[src/rtl/int_ctrl_pkg.sv]
// Shared types and constants for the platform interrupt controller:
// code width, register map selectors and FSM state encodings.
package int_ctrl_pkg;

  localparam int INT_CODE_WIDTH = 5;
  localparam int BUS_AW         = 5;
  localparam int BUS_DW         = 32;

  typedef logic [INT_CODE_WIDTH-1:0] code_t;

  localparam code_t CODE_NONE = '0;

  // Register selector is the word index bus_addr[4:2].
  typedef enum logic [2:0] {
    REG_PENDING = 3'd0,
    REG_ENABLE  = 3'd1,
    REG_TRIGGER = 3'd2,
    REG_CLAIM   = 3'd3,
    REG_SOFT    = 3'd4
  } reg_sel_e;

  typedef enum logic {
    ST_IDLE = 1'b0,
    ST_BUSY = 1'b1
  } state_e;

endpackage

[src/rtl/int_ctrl_if.sv]
// Peripheral-bus register window of the interrupt controller.
interface int_ctrl_if;
  import int_ctrl_pkg::*;

  logic [BUS_AW-1:0] bus_addr;
  logic [BUS_DW-1:0] bus_wdata;
  logic              bus_wen;
  logic              bus_ren;
  logic [BUS_DW-1:0] bus_rdata;

  modport master (
    output bus_addr, bus_wdata, bus_wen, bus_ren,
    input  bus_rdata
  );

  modport slave (
    input  bus_addr, bus_wdata, bus_wen, bus_ren,
    output bus_rdata
  );

endinterface

[src/rtl/int_prio_enc.sv]
// Combinational priority encoder: lowest set request bit wins and is
// reported as index+1, with a valid flag when any bit is set.
module int_prio_enc #(
  parameter int NUM_SRC = 16,
  parameter int CODE_W  = 5
) (
  input  logic [NUM_SRC-1:0] req_i,
  output logic [CODE_W-1:0]  code_o,
  output logic               valid_o
);

  always_comb begin
    // NOTE: default assignment first so every path drives code_o (no latch).
    code_o = '0;
    for (int i = NUM_SRC - 1; i >= 0; i--) begin
      if (req_i[i]) code_o = CODE_W'(i + 1);
    end
  end

  assign valid_o = |req_i;

endmodule

[src/rtl/int_ctrl.sv]
// Interrupt controller top: per-source edge/level gateway, pending/enable/
// trigger registers, claim/complete FSM, SOFT register and bus decode.
module int_ctrl
  import int_ctrl_pkg::*;
#(
  parameter int NUM_SRC = 16
) (
  input  logic               clk,
  input  logic               rst,
  input  logic [NUM_SRC-1:0] src_irq,
  int_ctrl_if.slave          bus,
  output code_t              peripheral_int_code,
  output code_t              soft_int_code
);

  state_e              state_q, state_d;
  logic [NUM_SRC-1:0]  pending_q, pending_d;
  logic [NUM_SRC-1:0]  enable_q, enable_d;
  logic [NUM_SRC-1:0]  trigger_q, trigger_d;
  logic [NUM_SRC-1:0]  prev_q;
  code_t               active_q, active_d;
  code_t               soft_q, soft_d;
  code_t               code_q, code_d;
  logic [BUS_DW-1:0]   rdata_q, rdata_d;

  code_t               win_code;
  logic                win_valid;
  logic [2:0]          sel;
  logic                claim_take, complete;
  logic [NUM_SRC-1:0]  claim_clr, in_service, set_req;

  assign sel        = bus.bus_addr[4:2];
  assign claim_take = bus.bus_ren && (sel == REG_CLAIM) && (state_q == ST_IDLE) && win_valid;
  assign complete   = bus.bus_wen && (sel == REG_CLAIM) && (state_q == ST_BUSY)
                      && (bus.bus_wdata[INT_CODE_WIDTH-1:0] == active_q);

  int_prio_enc #(
    .NUM_SRC (NUM_SRC),
    .CODE_W  (INT_CODE_WIDTH)
  ) u_prio_enc (
    .req_i   (pending_q & enable_q),
    .code_o  (win_code),
    .valid_o (win_valid)
  );

  // A source being claimed this cycle already counts as in service, so a
  // held level line does not re-pend until its completion.
  always_comb begin
    for (int i = 0; i < NUM_SRC; i++) begin
      claim_clr[i]  = claim_take && (win_code == code_t'(i + 1));
      in_service[i] = claim_clr[i] || ((state_q == ST_BUSY) && (active_q == code_t'(i + 1)));
    end
    set_req   = (trigger_q & src_irq & ~prev_q) | (~trigger_q & src_irq & ~in_service);
    pending_d = (pending_q & ~claim_clr) | set_req;
  end

  always_comb begin
    enable_d  = enable_q;
    trigger_d = trigger_q;
    soft_d    = soft_q;
    active_d  = claim_take ? win_code : active_q;
    if (bus.bus_wen) begin
      case (sel)
        REG_ENABLE:  enable_d  = bus.bus_wdata[NUM_SRC-1:0];
        REG_TRIGGER: trigger_d = bus.bus_wdata[NUM_SRC-1:0];
        REG_SOFT:    soft_d    = bus.bus_wdata[INT_CODE_WIDTH-1:0];
        default: ;
      endcase
    end
    rdata_d = rdata_q;
    if (bus.bus_ren) begin
      case (sel)
        REG_PENDING: rdata_d = BUS_DW'(pending_q);
        REG_ENABLE:  rdata_d = BUS_DW'(enable_q);
        REG_TRIGGER: rdata_d = BUS_DW'(trigger_q);
        REG_CLAIM:   rdata_d = BUS_DW'(claim_take ? win_code : CODE_NONE);
        REG_SOFT:    rdata_d = BUS_DW'(soft_q);
        default:     rdata_d = '0;
      endcase
    end
  end

  // FSM: state register
  always_ff @(posedge clk) begin
    // NOTE: sequential state uses non-blocking assignments only.
    if (rst) state_q <= ST_IDLE;
    else     state_q <= state_d;
  end

  // FSM: next state
  always_comb begin
    state_d = state_q;
    case (state_q)
      ST_IDLE: if (claim_take) state_d = ST_BUSY;
      ST_BUSY: if (complete)   state_d = ST_IDLE;
      default: state_d = ST_IDLE;
    endcase
  end

  // FSM: output; keyed on the next state so a claim silences the code at once.
  always_comb begin
    code_d = CODE_NONE;
    if ((state_d == ST_IDLE) && win_valid) code_d = win_code;
  end

  always_ff @(posedge clk) begin
    if (rst) begin
      pending_q <= '0;
      enable_q  <= '0;
      trigger_q <= '0;
      prev_q    <= '0;
      active_q  <= CODE_NONE;
      soft_q    <= CODE_NONE;
      code_q    <= CODE_NONE;
      rdata_q   <= '0;
    end else begin
      pending_q <= pending_d;
      enable_q  <= enable_d;
      trigger_q <= trigger_d;
      prev_q    <= src_irq;
      active_q  <= active_d;
      soft_q    <= soft_d;
      code_q    <= code_d;
      rdata_q   <= rdata_d;
    end
  end

  assign peripheral_int_code = code_q;
  assign soft_int_code       = soft_q;
  assign bus.bus_rdata       = rdata_q;

  logic unused_addr;
  assign unused_addr = ^bus.bus_addr[1:0];

  if (NUM_SRC < BUS_DW) begin : g_unused_wdata
    logic unused_wdata;
    assign unused_wdata = ^bus.bus_wdata[BUS_DW-1:NUM_SRC];
  end

endmodule

[src/flat_wrapper.sv]
// flat-port wrapper written by rule: the top's interface ports become plain ports
module int_ctrl_flat import int_ctrl_pkg::*;
#(
  parameter int NUM_SRC = 16
)
  (clk, rst, src_irq, peripheral_int_code, soft_int_code, bus_bus_addr, bus_bus_wdata, bus_bus_wen, bus_bus_ren, bus_bus_rdata);
  int_ctrl_if bus_i ();
  input  logic clk;
  input  logic rst;
  input  logic [NUM_SRC-1:0] src_irq;
  output code_t peripheral_int_code;
  output code_t soft_int_code;
  input wire logic [$bits(bus_i.bus_addr)-1:0] bus_bus_addr;
  input wire logic [$bits(bus_i.bus_wdata)-1:0] bus_bus_wdata;
  input wire logic [$bits(bus_i.bus_wen)-1:0] bus_bus_wen;
  input wire logic [$bits(bus_i.bus_ren)-1:0] bus_bus_ren;
  output wire logic [$bits(bus_i.bus_rdata)-1:0] bus_bus_rdata;
  assign bus_i.bus_addr = bus_bus_addr;
  assign bus_i.bus_wdata = bus_bus_wdata;
  assign bus_i.bus_wen = bus_bus_wen;
  assign bus_i.bus_ren = bus_bus_ren;
  assign bus_bus_rdata = bus_i.bus_rdata;
  int_ctrl #(.NUM_SRC(NUM_SRC)) u_core (.clk(clk), .rst(rst), .src_irq(src_irq), .bus(bus_i), .peripheral_int_code(peripheral_int_code), .soft_int_code(soft_int_code));
endmodule
[config.mk]
export PLATFORM = sky130hd
export DESIGN_NAME = int_ctrl_flat
export DESIGN_NICKNAME = d
export VERILOG_FILES = /design/src/rtl/int_ctrl_pkg.sv /design/src/rtl/int_ctrl_if.sv /design/src/rtl/int_prio_enc.sv /design/src/rtl/int_ctrl.sv /design/src/flat_wrapper.sv
export SDC_FILE = /design/constraint.sdc
export NUM_CORES = 1
export LEC_CHECK = 0
export CORE_ASPECT_RATIO = 1.4
export CORE_MARGIN = 2
export CORE_UTILIZATION = 55
export DETAILED_ROUTE_END_ITERATION = 16
export DONT_BUFFER_PORTS = 1
export PLACE_DENSITY = 0.79
export SLEW_MARGIN = 0
export SYNTH_ARGS = -nofsm -noshare
export SYNTH_HDL_FRONTEND = slang
export SYNTH_SLANG_ARGS = --single-unit
[constraint.sdc]
create_clock -name clk -period 2.35 [get_ports clk]
set_clock_uncertainty 0.1 [all_clocks]
set_input_delay 0.235 -clock clk [delete_from_list [all_inputs] [get_ports clk]]
set_output_delay 0.235 -clock clk [all_outputs]
set_load 0.05 [all_outputs]
==> results of run 1 <==
-- registers in the layout, indices dropped and copies added (netlist names) --
name                        count
u_core.active_q                 5
u_core.bus.bus_rdata           16
u_core.enable_q                16
u_core.pending_q               16
u_core.peripheral_int_code      5
u_core.prev_q                  16
u_core.soft_int_code            5
u_core.state_q                  1
u_core.trigger_q               16
-- timing repair --
| action | CTS | global route |
|---|---|---|
| hold endpoints to repair | 90 | 0 |
| resized for setup | 0 | 3 |
| setup endpoints to repair | 0 | 7 |
| hold buffers | 35 | 0 |
-- metrics by stage --
step,instances,setup WS (ns),util [%]
2_1_floorplan,586,0.397,-
3_3_place_gp,662,0.121,58.0
3_5_place_dp,662,0.114,58.0
4_1_cts,713,0.0766,65.9
5_1_grt,713,0.0546,66.1
6_report,713,0.0995,66.1
-- final timing paths --
kind / startpoint / to / slack, ns / depth (start not counted)
hold / removal: src_irq[3] / u_core.pending_q[3]$_SDFF_PP0_ / 0.01 / 2
setup reg to reg: u_core.enable_q[4]$_SDFFE_PP0P_ / u_core.pending_q[6]$_SDFF_PP0_ / 0.1 / 5
setup / recovery: u_core.enable_q[4]$_SDFFE_PP0P_ / u_core.pending_q[6]$_SDFF_PP0_ / 0.1 / 5
hold reg to reg: u_core.trigger_q[0]$_SDFFE_PP0P_ / u_core.trigger_q[0]$_SDFFE_PP0P_ / 0.40 / 2
-- report_power, final --
group	total, uW	internal [uW]	switching (uW)
clock network	1410	776	637
registers	1750	1680	72.1
logic	375	147	228
total	3540	2600	937
-- cell families (layout without fill, tap and decap cells) --
group,Yosys count,count (layout)
mux,21,21
flops,96,96
simple gates,236,236
compound gates,156,156
other cells,1,16
xor+xnor,5,5
buf+inv,56,81
-- worst max-delay path: stages (launching register included) --
cell	delay, ns
dfxtp_1	0.38
a22oi_1	0.33
a21boi_0	0.40
a32oi_1	0.27
o41ai_1	0.51
a21oi_1	0.13
-- cells in the mapped netlist, types with 3 or more instances --
cell       instances
nor3b_1            3
clkbuf_1          26
a211oi_1           4
buf_2              4
mux2i_1           21
xnor2_1            3
nor4_1             3
a221oi_1          10
nor2_1            44
o21ai_0           14
a22o_1             6
a31oi_1            5
a21oi_1           53
a21boi_0           5
a2bb2oi_1          4
nand3b_1          11
buf_4             16
nand2_1          111
nand3_1            9
a311oi_1           4
a31o_2             3
inv_1              8
a22oi_1           19
nor2b_1           20
o211ai_1           4
a32oi_1            3
and2_1             3
o21a_1             4
nor3_1            14
dfxtp_1           96
-- layer usage --
layer	track usage, %	share of wire, %	vias up
met5	0	0	-
met4	15.1	4.6	0
met3	6.70	8.2	62
met2	52.2	50	269
met1	37.7	37	2128
li1	-	-	2089
-- cell type report --
cell class,instances,area (sq um)
Tap cell,102,128
Fill cell,680,2780
Sequential cell,96,1920
Inverter,9,33.8
Timing Repair Buffer,56,526
Clock buffer,12,256
Multi-Input combinational cell,434,2520
Clock inverter,4,28.8
==> results.md, run 1 <==
- Outcome: finished clean
- Die outline width: between 80 and 90 um
- Synth top area share: roughly two fifths
- Total congestion overflow: 0
- Peak Freq: between 0.4 and 0.5 GHz
- Worst skew pair latency: 0.36 ns
- Global-route wire length before repair: 22.1 mm
- Fraction of the mapped netlist area in adder cells: 0%
- HP Class: in -> reg
- Startpoint type of the worst setup path: register
- Post-DP Area: roughly 4800 sq um
- Worst vdd ir: slightly below 0.5 mV
- Slew Limit Headroom: a little over two fifths
- Commonest non-fill, non-tap cell in the layout: nand2_1
- Clock sink count: 96
- Slew Limit Fails: 0
- Crit path DAT: around 2.4 ns
- Crit end category: register
- Period minus WS final: 2.25 ns
- Maxcap violations: 0
- Vias in the first global route: ~4300
- Synth async-reset ratio: 0%
- CTS tree: done
- PortBufs: 0
- Vias: between 4000 and 5000
- Synth-to-Final Area Change: 16.4%
- Post-synth EDFFs: 0
- First drt pass iteration count: 5
- Largest net degree at the start of global routing: 91
- Commonest cells after routing, fill and taps aside: nand2_1 (111), dfxtp_1 (96), a21oi_1 (53)
- Power Density: approximately 650 nW/um^2
- Synth Area in Compound Gates: between 20% and 30%
- Initial Utilization: a little under three fifths
- Largest family of logic cells by synthesized area: simple AND/OR/NAND/NOR gates
- Period utilization: 95.8%
- Via-to-Cell Ratio: 6.38
- Drt initial violations: roughly 550
- Final setup vio count: 0
- Initial antenna violation count: 0
- Setup CP Type: reg -> reg
- Sequential share of the synthesized area: about two fifths
- Die H: 113 um
- Max Root-Sink Buffers: 2
- Post-route setup TNS: 0 ns
- # nets final: between 600 and 700
- Antenna cells: 0
- Critical Path RT: 2.48 ns
- Routed wire length: approximately 14 mm
- Post-CTS Setup Inserts: 0
- Multiplexer share of the synthesized area: about 4.5%
- Worst-margin pin slew: between 0.8 and 0.9 ns
- Mapped Avg Cell Area: just over 8 sq um
- Number of H-tree levels: 3
- Core ar.: 8200 sq um
- Total Power: 3540 uW
- Inserted Clock Buffers: 9
- Ports: between 90 and 100
- Cell accounting for the most synthesized area: dfxtp_1
- Distinct cells, synth: 62
- Post-route cell area: around 5400 sq um
- Seq cells post-synth: 96
- Final hold violation count: 0
- XOR/XNOR Fraction of Synth Area: less than 1%
- DR DRC count: 0
- Layout cell share with drive strength beyond 1: under 10%
- Post-synthesis simple-gate area fraction: between 20% and 30%
- ANT nets after route: 0
- CTS clk-pin slew, worst paths: 0.07 ns
- Synth Flop Type: dfxtp_1
- Wirelength per Cell: around 20 um
- RSZ-0062 raised after global routing: false
- Post-Syn Area: ~4700 sq um
- Clk root buf: clkbuf_16
- Routability cong.: between 1 and 1.5
- Yosys warning total: 0
- Crit-path max FO: 5
- Site row count: 39
- Static leakage: 0.00192 uW
- Post-DP HPWL: 9.69 mm
- Cells after Synth: about 570
- Die area: slightly above 9000 sq um
- Final Hold Slack: 0.00995 ns
- GRT Util Overall: 31.4%
- Dominant cells by area after synthesis: dfxtp_1 (41%), nand2_1 (9.0%), a21oi_1 (5.7%), mux2i_1 (4.5%), nor2_1 (3.5%)
(Power assumes the default switching activity.)
==> run 2, diff against run 1 <==
--- a/config.mk
+++ b/config.mk
@@ -10,8 +10,10 @@
 export CORE_UTILIZATION = 55
 export DETAILED_ROUTE_END_ITERATION = 16
 export DONT_BUFFER_PORTS = 1
+export GPL_TIMING_DRIVEN = 1
 export PLACE_DENSITY = 0.79
 export SLEW_MARGIN = 0
 export SYNTH_ARGS = -nofsm -noshare
 export SYNTH_HDL_FRONTEND = slang
 export SYNTH_SLANG_ARGS = --single-unit
+export TNS_END_PERCENT = 10
==> results of run 2 <==
The final DEF is identical to that of run 1; final timing and power are the same.
==> run 3, diff against run 2 <==
--- a/config.mk
+++ b/config.mk
@@ -12,6 +12,7 @@
 export DONT_BUFFER_PORTS = 1
 export GPL_TIMING_DRIVEN = 1
 export PLACE_DENSITY = 0.79
+export RECOVER_POWER = 50
 export SLEW_MARGIN = 0
 export SYNTH_ARGS = -nofsm -noshare
 export SYNTH_HDL_FRONTEND = slang
==> results.md, run 3 (synthesis results as in run 1) <==
- Die outline width: just over 80 um
- CTS tree: done
- Vias in the first global route: roughly 4300
- Final hold violation count: 0
- Outcome: finished clean
- Period minus WS final: between 2 and 2.5 ns
- Register Area: between 1500 and 2000 sq um
- Site row count: 39
- Crit path DAT: ~2.4 ns
- Routability cong.: 1.01
- ANT nets after route: 0
- Die area: between 9000 and 10000 sq um
- Worst skew pair latency: ~0.35 ns
- Drt initial violations: between 500 and 600
- Register-to-Register Setup Slack: 0.08 ns
- Post-route cell area: about 5400 sq um
- PortBufs: 0
- Ports: slightly below 100
- Period utilization: 96.8%
- RSZ-0062 raised after global routing: false
- Post-CTS Setup Inserts: 0
- Global-route wire length before repair: between 20 and 25 mm
- Worst-margin pin slew: 0.889 ns
- Wirelength per Cell: 20.1 um
- First drt pass iteration count: 6
- Antenna cells: 0
- Post-DP Area: between 4000 and 5000 sq um
- Maxcap violations: 0
- Cell count after placement: around 660
- Footprint of the multi-input gates: roughly 2500 sq um
- CTS clk-pin slew, worst paths: around 0.07 ns
- Final setup vio count: 0
- Via-to-Cell Ratio: approximately 6.4
- Worst vdd ir: a little under 0.5 mV
- Setup CP Type: reg -> reg
- Total Power: 3530 uW
- Post-route setup TNS: 0 ns
- Largest net degree at the start of global routing: approximately 90
- Crit-path cells: a22oi_1 -> a21boi_0 -> a32oi_1 -> o41ai_1 -> a21oi_1
- Startpoint type of the worst setup path: register
- Clk root buf: clkbuf_16
- Critical path's slowest cell: o41ai_1
- Commonest cells after routing, fill and taps aside: nand2_1 (111), dfxtp_1 (96), a21oi_1 (53)
- HP Class: in -> reg
- Vias: between 4000 and 5000
- # nets final: 663
- Static leakage: ~0.0019 uW
- Initial Utilization: 56.8%
- Fill cells: just under 700
- Die H: around 110 um
- Post-route non-filler standard cell count: around 710
- Number of H-tree levels: 3
- Clock sink count: 96
- Power Density: 655 nW/um^2
- Layout cell share with drive strength beyond 1: between 6 and 7%
- Reg2reg path depth: 5
- Core ar.: 8200 sq um
- Max incr delay on CP: 0.51 ns
- Post-DP HPWL: between 9 and 10 mm
- Max Root-Sink Buffers: 2
- Crit end category: register
- Critical Path RT: 2.48 ns
- Crit-path max FO: 5
- DR DRC count: 0
- Hold Path Cell Cnt: 2
- Commonest non-fill, non-tap cell in the layout: nand2_1
- Total congestion overflow: 0
- Peak Freq: between 0.4 and 0.5 GHz
- Routed wire length: around 14 mm
- Slew Limit Fails: 0
- GRT Util Overall: roughly a third
- Synth-to-Final Area Change: 15.9%
- Initial antenna violation count: 0
- Slew Limit Headroom: 40.5%
- Inserted Clock Buffers: 9
## run 3: cell types whose count changed in the layout (fill, tap and decap cells not counted), sizes merged
| cell | delta |
|---|---|
| buf | -6 |
| clkbuf | +6 |
## run 3: critical path: cells and delay by family, from the launching register on
family             cells  cell delay (ns)
AOI/OAI and AO/OA      5             1.66
DFF                    1             0.39
## run 3: per-layer routing
metal / global-route usage, % / vias to the layer above / part of all wire [%]
met5: 0 / - / 0
met4: 15.1 / 0 / 4.1
met3: 6.70 / 49 / 8.4
met2: 52.2 / 283 / 50
met1: 37.7 / 2149 / 37
li1: - / 2085 / -
## run 3: what timing repair did
action / in CTS / in global routing
gates resized for setup: 0 / 3
endpoints found under the setup margin: 0 / 7
hold endpoints to repair: 90 / 0
hold buffers: 35 / 0
## run 3: stage by stage
stage	utilization [%]	setup WS, ns	hold WS [ns]
5_1_grt	65.8	0.0546	0.0444
4_1_cts	65.9	0.0766	0.00606
2_1_floorplan	-	0.397	0.256
3_3_place_gp	58.0	0.121	0.213
3_5_place_dp	58.0	0.114	0.215
6_report	65.8	0.0763	0.0100
## run 3: final cells by class
cell class	instances	share of cell area [%]
clock inverters	4	0.533
multi-input cells	434	46.8
well taps	102	2.37
clock buffers	12	4.75
flip-flops and latches	96	35.6
repair buffers	56	9.32
inverters	9	0.626
## run 3: worst paths after layout
| check | from | endpoint |
|---|---|---|
| hold / removal | src_irq[7] | u_core.pending_q[7]$_SDFF_PP0_ |
| setup reg to reg | u_core.enable_q[4]$_SDFFE_PP0P_ | u_core.pending_q[6]$_SDFF_PP0_ |
| setup / recovery | u_core.enable_q[4]$_SDFFE_PP0P_ | u_core.pending_q[6]$_SDFF_PP0_ |
| hold reg to reg | u_core.prev_q[0]$_SDFF_PP0_ | u_core.pending_q[0]$_SDFF_PP0_ |
## run 3: power by group
group / total [uW] / leakage, uW / switching [uW] / internal, uW
clock: 1410 / 0.000135 / 630 / 775
combinational: 374 / 0.000977 / 229 / 145
sequential: 1750 / 0.000785 / 72.2 / 1680
total: 3530 / 0.00190 / 931 / 2600
